<file path="src/rtl/joypad_scanner_if.sv">
// Pad-pin and game-side signal bundle for joypad_scanner.
// master = pads/game logic side, slave = scanner side.
interface joypad_scanner_if #(
  parameter int PORTS = 2
);
  logic [PORTS-1:0]    inp_up;
  logic [PORTS-1:0]    inp_down;
  logic [PORTS-1:0]    inp_left;
  logic [PORTS-1:0]    inp_right;
  logic [PORTS-1:0]    inp_a_b;
  logic [PORTS-1:0]    inp_c_s;
  logic [PORTS-1:0]    out_sel;
  logic [12*PORTS-1:0] out_buttons;
  logic [PORTS-1:0]    out_present;
  logic [PORTS-1:0]    out_six;
  logic                out_valid;

  modport master (
    output inp_up, inp_down, inp_left, inp_right, inp_a_b, inp_c_s,
    input  out_sel, out_buttons, out_present, out_six, out_valid
  );

  modport slave (
    input  inp_up, inp_down, inp_left, inp_right, inp_a_b, inp_c_s,
    output out_sel, out_buttons, out_present, out_six, out_valid
  );
endinterface

</file>
<file path="src/rtl/joypad_scanner.sv">
// Multi-port Sega 3/6-button joypad scanner: shared 8-phase select FSM, per-port lanes.
// Optional macro JOYPAD_SCANNER_DEBOUNCE_EN: commit buttons/six only when two scans agree.
module joypad_scanner_lane (
  input  logic        clk,
  input  logic        rst,
  input  logic [5:0]  pins,     // {c_s, a_b, right, left, down, up}, active-low
  input  logic [3:0]  smp,      // sample strobes for phases 0, 1, 5, 6
  input  logic        commit,
  output logic [11:0] buttons,
  output logic        present,
  output logic        six
);
  logic [5:0]  s1, s2;
  logic [5:0]  p;
  logic [11:0] sc;
  logic        sc_pres, sc_six;
  logic [11:0] new_btn;
  logic        new_six;

  assign p       = ~s2;
  assign new_btn = sc_pres ? sc : 12'h000;
  assign new_six = sc_pres & sc_six;

  always_ff @(posedge clk or posedge rst) begin
    if (rst) begin
      s1 <= '1;
      s2 <= '1;
    end else begin
      s1 <= pins;
      s2 <= s1;
    end
  end

  always_ff @(posedge clk or posedge rst) begin
    if (rst) begin
      sc      <= '0;
      sc_pres <= 1'b0;
      sc_six  <= 1'b0;
    end else begin
      if (smp[0]) sc[5:0] <= p;
      if (smp[1]) begin
        sc[7:6] <= p[5:4];
        sc_pres <= (s2[3:2] == 2'b00);
      end
      if (smp[2]) sc_six <= (s2[3:0] == 4'b0000);
      // Z/Y/X/Mode ride on the direction pins during the fourth high phase
      if (smp[3]) sc[11:8] <= sc_six ? p[3:0] : 4'h0;
    end
  end

`ifdef JOYPAD_SCANNER_DEBOUNCE_EN
  logic [12:0] hist;

  always_ff @(posedge clk or posedge rst) begin
    if (rst) begin
      hist    <= '0;
      buttons <= '0;
      six     <= 1'b0;
      present <= 1'b0;
    end else if (commit) begin
      hist    <= {new_six, new_btn};
      present <= sc_pres;
      if ({new_six, new_btn} == hist) begin
        buttons <= new_btn;
        six     <= new_six;
      end
    end
  end
`else
  always_ff @(posedge clk or posedge rst) begin
    if (rst) begin
      buttons <= '0;
      six     <= 1'b0;
      present <= 1'b0;
    end else if (commit) begin
      buttons <= new_btn;
      six     <= new_six;
      present <= sc_pres;
    end
  end
`endif
endmodule

module joypad_scanner #(
  parameter int PORTS         = 2,
  parameter int CLOCK_HZ      = 50000000,
  parameter int POLL_HZ       = 60,
  parameter int SETTLE_CYCLES = 500
) (
  input  logic            inp_clock,
  input  logic            inp_reset,
  joypad_scanner_if.slave bus
);
  localparam int POLL_CYCLES = CLOCK_HZ / POLL_HZ;
  localparam int PW          = $clog2(POLL_CYCLES);
  localparam int SW          = $clog2(SETTLE_CYCLES);

  typedef enum logic [1:0] {IDLE, PHASE, COMMIT} state_t;

  state_t         state_q, state_d;
  logic [PW-1:0]  poll_cnt;
  logic [SW-1:0]  settle_cnt;
  logic [2:0]     k;
  logic           poll_wrap, phase_end, in_phase, commit, sel;
  logic [3:0]     smp;
  logic [PORTS-1:0][11:0] btn;
  logic [PORTS-1:0]       pres, six;

  assign poll_wrap = (poll_cnt == PW'(POLL_CYCLES - 1));
  assign phase_end = (settle_cnt == SW'(SETTLE_CYCLES - 1));
  assign in_phase  = (state_q == PHASE);
  assign commit    = (state_q == COMMIT);

  always_comb begin
    state_d = state_q;
    sel     = 1'b1;
    smp     = 4'b0000;
    case (state_q)
      IDLE:   if (poll_wrap) state_d = PHASE;
      PHASE: begin
        sel = ~k[0];
        if (phase_end) begin
          smp[0] = (k == 3'd0);
          smp[1] = (k == 3'd1);
          smp[2] = (k == 3'd5);
          smp[3] = (k == 3'd6);
          if (k == 3'd7) state_d = COMMIT;
        end
      end
      COMMIT: state_d = IDLE;
      default: state_d = IDLE;
    endcase
  end

  always_ff @(posedge inp_clock or posedge inp_reset) begin
    if (inp_reset) state_q <= IDLE;
    else           state_q <= state_d;
  end

  // Poll counter free-runs so the start-to-start period never drifts
  always_ff @(posedge inp_clock or posedge inp_reset) begin
    if (inp_reset) begin
      poll_cnt      <= '0;
      settle_cnt    <= '0;
      k             <= '0;
      bus.out_valid <= 1'b0;
    end else begin
      poll_cnt      <= poll_wrap ? '0 : poll_cnt + 1'b1;
      settle_cnt    <= (!in_phase || phase_end) ? '0 : settle_cnt + 1'b1;
      if (!in_phase)      k <= '0;
      else if (phase_end) k <= k + 3'd1;
      bus.out_valid <= commit;
    end
  end

  for (genvar p = 0; p < PORTS; p++) begin : g_lane
    joypad_scanner_lane u_lane (
      .clk     (inp_clock),
      .rst     (inp_reset),
      .pins    ({bus.inp_c_s[p], bus.inp_a_b[p], bus.inp_right[p],
                 bus.inp_left[p], bus.inp_down[p], bus.inp_up[p]}),
      .smp     (smp),
      .commit  (commit),
      .buttons (btn[p]),
      .present (pres[p]),
      .six     (six[p])
    );
  end

  assign bus.out_sel     = {PORTS{sel}};
  assign bus.out_buttons = btn;
  assign bus.out_present = pres;
  assign bus.out_six     = six;
endmodule
</file>
<file path="src/flat_wrapper.sv">
// flat-port wrapper written by rule: the top's interface ports become plain ports
module joypad_scanner_flat 
#(
  parameter int PORTS         = 2,
  parameter int CLOCK_HZ      = 50000000,
  parameter int POLL_HZ       = 60,
  parameter int SETTLE_CYCLES = 500
)
  (inp_clock, inp_reset, bus_inp_up, bus_inp_down, bus_inp_left, bus_inp_right, bus_inp_a_b, bus_inp_c_s, bus_out_sel, bus_out_buttons, bus_out_present, bus_out_six, bus_out_valid);
  joypad_scanner_if #(.PORTS(PORTS)) bus_i ();
  input  logic inp_clock;
  input  logic inp_reset;
  input wire logic [$bits(bus_i.inp_up)-1:0] bus_inp_up;
  input wire logic [$bits(bus_i.inp_down)-1:0] bus_inp_down;
  input wire logic [$bits(bus_i.inp_left)-1:0] bus_inp_left;
  input wire logic [$bits(bus_i.inp_right)-1:0] bus_inp_right;
  input wire logic [$bits(bus_i.inp_a_b)-1:0] bus_inp_a_b;
  input wire logic [$bits(bus_i.inp_c_s)-1:0] bus_inp_c_s;
  output wire logic [$bits(bus_i.out_sel)-1:0] bus_out_sel;
  output wire logic [$bits(bus_i.out_buttons)-1:0] bus_out_buttons;
  output wire logic [$bits(bus_i.out_present)-1:0] bus_out_present;
  output wire logic [$bits(bus_i.out_six)-1:0] bus_out_six;
  output wire logic [$bits(bus_i.out_valid)-1:0] bus_out_valid;
  assign bus_i.inp_up = bus_inp_up;
  assign bus_i.inp_down = bus_inp_down;
  assign bus_i.inp_left = bus_inp_left;
  assign bus_i.inp_right = bus_inp_right;
  assign bus_i.inp_a_b = bus_inp_a_b;
  assign bus_i.inp_c_s = bus_inp_c_s;
  assign bus_out_sel = bus_i.out_sel;
  assign bus_out_buttons = bus_i.out_buttons;
  assign bus_out_present = bus_i.out_present;
  assign bus_out_six = bus_i.out_six;
  assign bus_out_valid = bus_i.out_valid;
  joypad_scanner #(.PORTS(PORTS), .CLOCK_HZ(CLOCK_HZ), .POLL_HZ(POLL_HZ), .SETTLE_CYCLES(SETTLE_CYCLES)) u_core (.inp_clock(inp_clock), .inp_reset(inp_reset), .bus(bus_i));
endmodule
</file>
<file path="config.mk">
export PLATFORM = sky130hd
export DESIGN_NAME = joypad_scanner_flat
export DESIGN_NICKNAME = d
export VERILOG_FILES = /design/src/rtl/joypad_scanner_if.sv /design/src/rtl/joypad_scanner.sv /design/src/flat_wrapper.sv
export SDC_FILE = /design/constraint.sdc
export NUM_CORES = 1
export LEC_CHECK = 0
export ABC_AREA = 1
export CORE_MARGIN = 2
export CORE_UTILIZATION = 57
export DETAILED_ROUTE_END_ITERATION = 16
export HOLD_SLACK_MARGIN = 0.03
export PLACE_DENSITY = 0.79
export SYNTH_ARGS = -nofsm -noshare
export SYNTH_HDL_FRONTEND = slang
export SYNTH_SLANG_ARGS = --single-unit
</file>
<file path="constraint.sdc">
create_clock -name inp_clock -period 5 [get_ports inp_clock]
set_input_delay 0.75 -clock inp_clock [delete_from_list [all_inputs] [get_ports inp_clock]]
set_output_delay 0.75 -clock inp_clock [all_outputs]
set_load 0.03 [all_outputs]
</file>
==> metrics, run 1 <==
outcome completed; crit path time final 2850 ps; cell taking the most area after synthesis dfrtp_1; hold crit path type reg2reg; most frequent cells in the layout nand2_1, dfrtp_1, nand3_1; total negative setup slack 0 ps; portion of synthesized cell area occupied by the leading cell type 45.2%; I/O pin count 45; startpoint kind of the worst setup timing path register; # rows 34; final setup slack of the worst path 2150 ps; dpl ws 2620 ps; overall die width approximately 100 µm; Crit path arrival time 2100 ps; element type at the critical path end primary output; number of instances resized during post-cts repair 0; Clock Skews 7.23 ps; starting density of the core between 50% and 60%; post-synthesis sequential area ratio 57.7%; top area cells in the synthesized netlist dfrtp_1, dfstp_2, nand2_1, nand3_1, inv_1; pin count of the biggest net entering global routing 95; list of cells traversed by the critical path buf_4 > inv_2 > nor2_4 > nand2_1 > clkdlybuf4s50_1; worst slew slack as a fraction of its limit 28.2%; most common cell after layout, fill and taps aside nand2_1; Critical Path Fanout Max 29; setup repair after global routing missed its margin no; Num Clock Sinks 115; warnings from Yosys 0; remaining global-route overflow 0; final net count slightly below 600; iteration count of the initial detailed-routing pass 4; Post-Syn Nets 544; initial detailed-routing violation count about 250; Ant. Diodes 0; Area growth syn-to-layout 20.2%; share of layout cells above drive strength 1 17.0%; transition time at the pin with the least slew margin 1080 ps; DIE HEIGHT 98.0 µm; number of hold violations in the final report 0; clk_lat worst skew 510 ps; routability cong. slightly below 0.9; combined area of all synthesized cells 5040 µm²; HPWL after detailed placement 6590 µm; number of buffers added for setup after CTS 0; root buffer cell clkbuf_8; via count of the first global-routing pass 3,703; cells on worst reg2reg path 8; post-detailed-route DRC marker count 0; number of antenna violations at the first check in global routing 0; Max rail drop VDD 0.234 mV; Crit Path Class reg2out; number of port buffers 44; wire length of the first global-routing pass about 18,000 µm; final hold slack 351 ps; Max clock buf depth 2; mean cell area of the mapped netlist 9.65 µm²; clock-pin slew of the registers on the worst-case setup and hold paths roughly 60 ps; required time of the critical path 4250 ps; Synth cell types 34; via total after detailed routing 3,733; hold depth 0; Final ANT Viol Nets 0; Static Leak about 0.0029 µW; wire length reported by the detailed router 10,300 µm; post-synthesis register bit count 115; number of buffers created by CTS 17; CTS tree done; Max Transition Viols Final 0; Die ar. 9600 µm²; htree depth 4; crit-path max cell delay 600 ps; Max-Cap Viols 0; total of endpoints with negative setup slack in the final report 0; highest achievable clock rate 351 MHz; Tcrit/Tclk final 57.0%; Mapped Cells 522; Std-Cell Core Area around 8600 µm²; WL/cell 14.9 µm; average vias per placed instance 5.42; master of the slowest instance on the critical path clkdlybuf4s50_1; power density over the cells 345 nW/µm²; overall routing resource usage around a quarter; Post-CTS Hold Fix Bufs 0
report_power, final:
| part | switching [µW] | total, µW | internal [µW] |
|---|---|---|---|
| combinational | 20.4 | 31.4 | 10.9 |
| clock | 447 | 1100 | 657 |
| sequential | 6.60 | 956 | 949 |
cell families after synthesis:
kind of cell | Yosys count | synth area share [%]
AO/OA/AOI/OAI | 59 | 7.38
XOR/XNOR | 8 | 1.39
adder cells (fa/ha/maj) | 8 | 1.99
buffers and inverters | 70 | 6.43
flip-flops | 115 | 57.7
multiplexers | 2 | 0.447
AND/OR/NAND/NOR | 260 | 24.6
per-layer routing:
metal	GRT usage, %	routed length [µm]	up-vias
met5	0	0	-
met1	29.9	4320	1811
met2	39.0	5210	126
met3	7.02	555	18
li1	-	-	1778
met4	8.01	191	0
final timing paths:
path | startpoint | endpoint | slack (ps)
min in group asynchronous | inp_reset | u_core.g_lane[0].u_lane.sc[3] | 870
hold / removal | u_core.g_lane[1].u_lane.s1[3] | u_core.g_lane[1].u_lane.s2[3] | 350
setup / recovery | u_core.state_q[0] | bus_out_sel[0] | 2150
setup reg to reg | u_core.state_q[0] | u_core.g_lane[0].u_lane.sc[5] | 3030
max in group asynchronous | inp_reset | u_core.state_q[1] | 3220
hold reg to reg | u_core.g_lane[1].u_lane.s1[3] | u_core.g_lane[1].u_lane.s2[3] | 350
stage by stage:
step	area [µm²]	std cells	power [µW]	utilization [%]
after floorplan	5040	522	985	-
after detailed placement	5500	657	1000	63.7
after CTS	6050	689	2110	70.1
after global routing	6050	689	2160	70.1
after global placement	5500	657	1000	63.7
final	6050	689	2090	70.1
cell type report:
class                   instances  area [µm²]
inverters                      50         193
multi-input cells             337        1800
fillers                       632        2580
repair buffers                 47         463
flip-flops and latches        115        2910
clock inverters                13        96.3
well taps                     108         135
clock buffers                  19         453
sequential cells by signal, summed over array words and instances (netlist names):
register and cells:
u_core.bus.out_valid 1, u_core.g_lane.u_lane.buttons 24, u_core.g_lane.u_lane.present 2, u_core.g_lane.u_lane.s1 12
u_core.g_lane.u_lane.s2 12, u_core.g_lane.u_lane.sc 24, u_core.g_lane.u_lane.sc_pres 2, u_core.g_lane.u_lane.sc_six 2
u_core.g_lane.u_lane.six 2, u_core.k 3, u_core.poll_cnt 20, u_core.settle_cnt 9
u_core.state_q 2
worst max-delay path, delay by kind of cell (launching register included):
family                 cells  cell delay (ps)
DFF                        1              320
and+or+nand+nor            2              300
buffers and inverters      3              970
synthesized netlist by cell type, drive strengths merged:
cell type / number
or2: 1
nor3b: 3
dfstp: 24
nand2: 127
a21oi: 6
nand3: 49
dfrtp: 91
xnor2: 1
ha: 8
nor4: 1
inv: 50
nand4: 8
a31oi: 1
xor2: 7
nand3b: 6
nor3: 16
nor2: 49
mux2: 2
buf: 14
o21ai: 52
clkbuf: 6
No activity file was read; power rests on OpenSTA's default activity.
==> run 2: changes to the inputs <==
CORE_UTILIZATION = 52   (was 57)
PLACE_DENSITY = 0.76   (was 0.79)
clock period = 2.3 ns   (was 5 ns; I/O delays follow)
==> metrics, run 2 (same netlist as run 1, synthesis figures left out) <==
outcome completed; endpoint of the worst hold-timing path u_core.g_lane[0].u_lane.s1[5]; via count of the first global-routing pass 3,627 (-2.1%); number of port buffers 44 (unchanged); iteration count of the initial detailed-routing pass 4 (unchanged); via total after detailed routing 3,653 (-2.1%); Static Leak 0.00291 µW (+0.56%); wire length reported by the detailed router 10,000 µm (-2.5%); Max rail drop VDD 0.607 mV (+160%); endpoint of the lowest-slack register-to-register path u_core.g_lane[0].u_lane.sc[0]; final net count 592 (+0.34%); number of instances resized during post-cts repair 0 (unchanged); Std-Cell Core Area 9330 µm² (+8.0%); required time of the critical path 1960 ps (-2290 ps); most frequent cells in the layout nand2_1, dfrtp_1, nand3_1; Max-Cap Viols 0 (unchanged); Max clock buf depth 2 (unchanged); transition time at the pin with the least slew margin 613 ps (-465 ps); number of buffers added for setup after CTS 0 (unchanged); overall routing resource usage 21.2% (-2.3 points); initial detailed-routing violation count 238 (-3.6%); htree depth 4 (unchanged); root buffer cell clkbuf_8; total of endpoints with negative setup slack in the final report 0 (unchanged); registers with the most flip-flops u_core.g_lane.u_lane.buttons: 24 flops, u_core.g_lane.u_lane.sc: 24 flops, u_core.poll_cnt: 20 flops; cells on worst reg2reg path 6 (-2); power density over the cells 750 nW/µm² (+120%); highest achievable clock rate 457 MHz; Final ANT Viol Nets 0 (unchanged); WL/cell 14.1 µm (-5.6%); clk_lat worst skew 510 ps (about the same); Num Clock Sinks 115 (unchanged); clock-pin slew of the registers on the worst-case setup and hold paths 60 ps (about the same); I/O pin count 45 (unchanged); crit path time final about 2200 ps; startpoint of the most critical register-to-register path u_core.settle_cnt[0]; Crit path arrival time 1840 ps (-260 ps); routability cong. 0.906 (+2.8%); remaining global-route overflow 0 (unchanged); startpoint kind of the worst setup timing path register; Tcrit/Tclk final 95.0%; starting density of the core 54.0% (-4.3 points); total negative setup slack 0 ps (unchanged); post-detailed-route DRC marker count 0 (unchanged); hold depth 1 (+1); Seq. cell area 2910 µm² (unchanged); share of layout cells above drive strength 1 17.3% (+0.28 points); Crit Path Class reg2out; Area growth syn-to-layout 21.7%; CTS tree done; Critical Path Fanout Max 7 (-76%); wire length of the first global-routing pass 17,000 µm (-3.9%); HPWL after detailed placement 6630 µm (+0.66%); Max Transition Viols Final 0 (unchanged); setup repair after global routing missed its margin no; number of buffers created by CTS 17 (unchanged); reg-to-reg slack, setup 540 ps (-2490 ps); hold crit path type in2reg; total power 4600 µW (+120%); most common cell after layout, fill and taps aside nand2_1; Die ar. 10,500 µm² (+9.2%); Ant. Diodes 0 (unchanged); multi-input combinational cell area 1800 µm² (unchanged); worst slew slack as a fraction of its limit 59.1% (+31 points); Post-CTS Hold Fix Bufs 0 (unchanged); Fillers 739 (+17%); number of hold violations in the final report 0 (unchanged); number of antenna violations at the first check in global routing 0 (unchanged); overall die width 102 µm (+4.5%); Clock Skews 6.97 ps (-0.265 ps); pin count of the biggest net entering global routing 116 (+22%); worst hold path startpoint bus_inp_c_s[0]; # rows 35 (+2.9%); element type at the critical path end primary output; DIE HEIGHT 102 µm (+4.5%); average vias per placed instance 5.13 (-5.3%); final hold slack 235 ps (-116 ps)
run 2: worst max path at each step:
stage	startpoint	endpoint	slack [ps]
global placement	u_core.settle_cnt[0]	u_core.g_lane[0].u_lane.sc[3]	630
detailed placement	u_core.settle_cnt[0]	u_core.g_lane[0].u_lane.sc[5]	570
floorplan	inp_reset	u_core.bus.out_valid	580
finish	u_core.state_q[1]	bus_out_sel[1]	110
global route	u_core.state_q[1]	bus_out_sel[1]	30
CTS	u_core.state_q[1]	bus_out_sel[1]	90
run 2: final cells by class:
class / instances / share of cell area, %
clock inverter: 12 / 1.55
sequential: 115 / 47.4
timing repair buffer: 49 / 8.00
inverter: 50 / 3.16
clock buffer: 20 / 7.80
multi-input combinational: 337 / 29.4
tap: 129 / 2.63
run 2: critical path, stage by stage (launching register included):
cell	delay, ps
dfrtp_1	420
nor2_4	220
nand2_1	90
clkdlybuf4s50_1	600
run 2: where the power goes:
part	leakage, µW	internal (µW)	switching (µW)
sequential	0.00151	2060	14.1
clock	0.000278	1490	959
combinational	0.00112	26.3	45.8
total	0.00291	3580	1020
run 2: per-layer routing:
| layer | track usage [%] | share of wire (%) |
|---|---|---|
| met5 | 0 | 0 |
| met1 | 28.5 | 47 |
| met3 | 4.38 | 4.0 |
| met2 | 34.0 | 48 |
| met4 | 8.82 | 1.3 |
run 2: metrics by stage:
| stage | setup slack, ps | instance area (µm²) | util [%] | instances |
|---|---|---|---|---|
| 2_1_floorplan | 575 | 5040 | - | 522 |
| 4_1_cts | 88.5 | 6130 | 65.7 | 712 |
| 3_3_place_gp | 630 | 5560 | 59.6 | 680 |
| 5_1_grt | 34.8 | 6130 | 65.7 | 712 |
| 6_report | 114 | 6130 | 65.7 | 712 |
| 3_5_place_dp | 567 | 5560 | 59.6 | 680 |
==> run 3: changes to the inputs <==
CORE_UTILIZATION = 57   (was 52)
PLACE_DENSITY = 0.79   (was 0.76)
clock period = 2.5 ns   (was 2.3 ns; I/O delays follow)
==> metrics, run 3 (same netlist as run 1, synthesis figures left out) <==
element type at the critical path end primary output; Crit path arrival time 1860 ps (+20 ps); hold crit path type in2reg; initial detailed-routing violation count 205 (-14%); number of buffer and inverter stages on the critical path 1 (unchanged); Max Transition Viols Final 0 (unchanged); crit path time final 2230 ps; Area growth syn-to-layout 21.3%; proportion of power drawn by combinational gates 1.5% (about the same); I/O pin count 45 (unchanged); final design utilization 70.8% (+5.0 points); final hold slack 256 ps (+21.0 ps); Cell Int Power 3330 µW (-7.1%); outcome completed; htree depth 4 (unchanged); most common cell after layout, fill and taps aside nand2_1; setup repair after global routing missed its margin no; Tcrit/Tclk final about 90%; via total after detailed routing 3,715 (+1.7%); Max clock buf depth 2 (unchanged); # rows 34 (-2.9%); Std-Cell Core Area 8640 µm² (-7.4%); number of instances resized during post-cts repair 0 (unchanged); number of buffers added for setup after CTS 0 (unchanged); list of cells traversed by the critical path nor2_4 > nand2_1 > clkdlybuf4s50_1; most frequent cells in the layout nand2_1, dfrtp_1, nand3_1; iteration count of the initial detailed-routing pass 6 (+2); number of port buffers 44 (unchanged); Max-Cap Viols 0 (unchanged); number of antenna violations at the first check in global routing 0 (unchanged); Die ar. 9600 µm² (-8.4%); Post-CTS Hold Fix Bufs 0 (unchanged); Num Clock Sinks 115 (unchanged); number of hold violations in the final report 0 (unchanged); wire length of the first global-routing pass 17,200 µm (+1.1%); Critical Path Fanout Max 7 (unchanged); startpoint kind of the worst setup timing path register; starting density of the core 58.3% (+4.3 points); overall routing resource usage 22.7% (+1.5 points); required time of the critical path 2120 ps (+160 ps); switching fraction of total power 22.6% (+0.41 points); post-detailed-route DRC marker count 0 (unchanged); Max rail drop VDD 0.511 mV (-16%); overall die width 98.0 µm (-4.3%); HPWL after detailed placement 6390 µm (-3.7%); transition time at the pin with the least slew margin 581 ps (-31.9 ps); Top Family by Delay on Critical Path buffers and inverters; root buffer cell clkbuf_8; wire length reported by the detailed router 9830 µm (-2.0%); power density over the cells 703 nW/µm² (-6.3%); routability cong. 0.900 (-0.67%); Final ANT Viol Nets 0 (unchanged); final net count 592 (unchanged); DIE HEIGHT 98.0 µm (-4.3%); share of power burned in registers 44.5% (-0.7 points); registers with the most flip-flops u_core.g_lane.u_lane.buttons: 24 flops, u_core.g_lane.u_lane.sc: 24 flops, u_core.poll_cnt: 20 flops; clk_lat worst skew 520 ps (about the same); Crit Path Class reg2out; share of layout cells above drive strength 1 17.3% (unchanged); share of power burned in the clock network 54.0% (+0.7 points); WL/cell 14.2 µm (+1.0%); via count of the first global-routing pass 3,674 (+1.3%); total of endpoints with negative setup slack in the final report 0 (unchanged); CTS tree done; number of buffers created by CTS 17 (unchanged); pin count of the biggest net entering global routing 116 (unchanged); worst slew slack as a fraction of its limit 61.3% (+2.1 points); remaining global-route overflow 0 (unchanged); Ant. Diodes 0 (unchanged); Clock Skews 5.69 ps (-1.28 ps); Psw 970 µW (-4.9%); Fillers 603 (-18%); Static Leak 0.00292 µW (+0.37%); average vias per placed instance 5.38 (+4.8%); total negative setup slack 0 ps (unchanged); clock-pin slew of the registers on the worst-case setup and hold paths 60 ps (about the same); highest achievable clock rate between 400 and 500 MHz; crit-path max cell delay 600 ps (about the same); master of the slowest instance on the critical path clkdlybuf4s50_1
## run 3: stage by stage
step,cell area (µm²),setup WS [ps],power (µW),cells
final,6110,268,4300,691
after global routing,6110,193,4440,691
after CTS,6110,239,4340,691
after detailed placement,5530,745,2010,659
after global placement,5530,814,2010,659
after floorplan,5040,745,1970,522
## run 3: power by group through the flow
stage / combinational (µW) / sequential [µW] / clock, µW
after global routing: 76.3 / 1910 / 2450
after floorplan: 32.6 / 1940 / 0
after global placement: 67.3 / 1940 / 0
final: 66.0 / 1910 / 2320
after CTS: 69.0 / 1910 / 2360
after detailed placement: 68.6 / 1940 / 0
## run 3: final cells by class
cell class | count | area, µm² | area share [%]
timing repair buffer | 49 | 490 | 8.03
sequential | 115 | 2910 | 47.6
inverter | 50 | 194 | 3.17
tap | 108 | 135 | 2.21
clock inverter | 14 | 140 | 2.29
multi-input combinational | 337 | 1800 | 29.5
clock buffer | 18 | 439 | 7.19
## run 3: final timing paths
check                                                   start                                   to  slack (ps)  cells past startpoint
max in group asynchronous                           inp_reset                   u_core.poll_cnt[8]        1700                      3
worst max register to register           u_core.settle_cnt[0]        u_core.g_lane[1].u_lane.sc[2]         660                      6
worst max-delay path                        u_core.state_q[1]                       bus_out_sel[1]         270                      3
worst min register to register  u_core.g_lane[1].u_lane.s1[2]        u_core.g_lane[1].u_lane.s2[2]         360                      0
worst min-delay path                            bus_inp_up[0]        u_core.g_lane[0].u_lane.s1[0]         260                      1
min in group asynchronous                           inp_reset  u_core.g_lane[1].u_lane.buttons[11]         380                      3
## run 3: layer usage
metal  wire length [µm]  vias up  GRT usage [%]
met5                  0        -              0
met4                199        0           8.76
met3                496       21           6.73
met2               4800      114           36.0
met1               4340     1794           29.9
li1                   -     1786              -
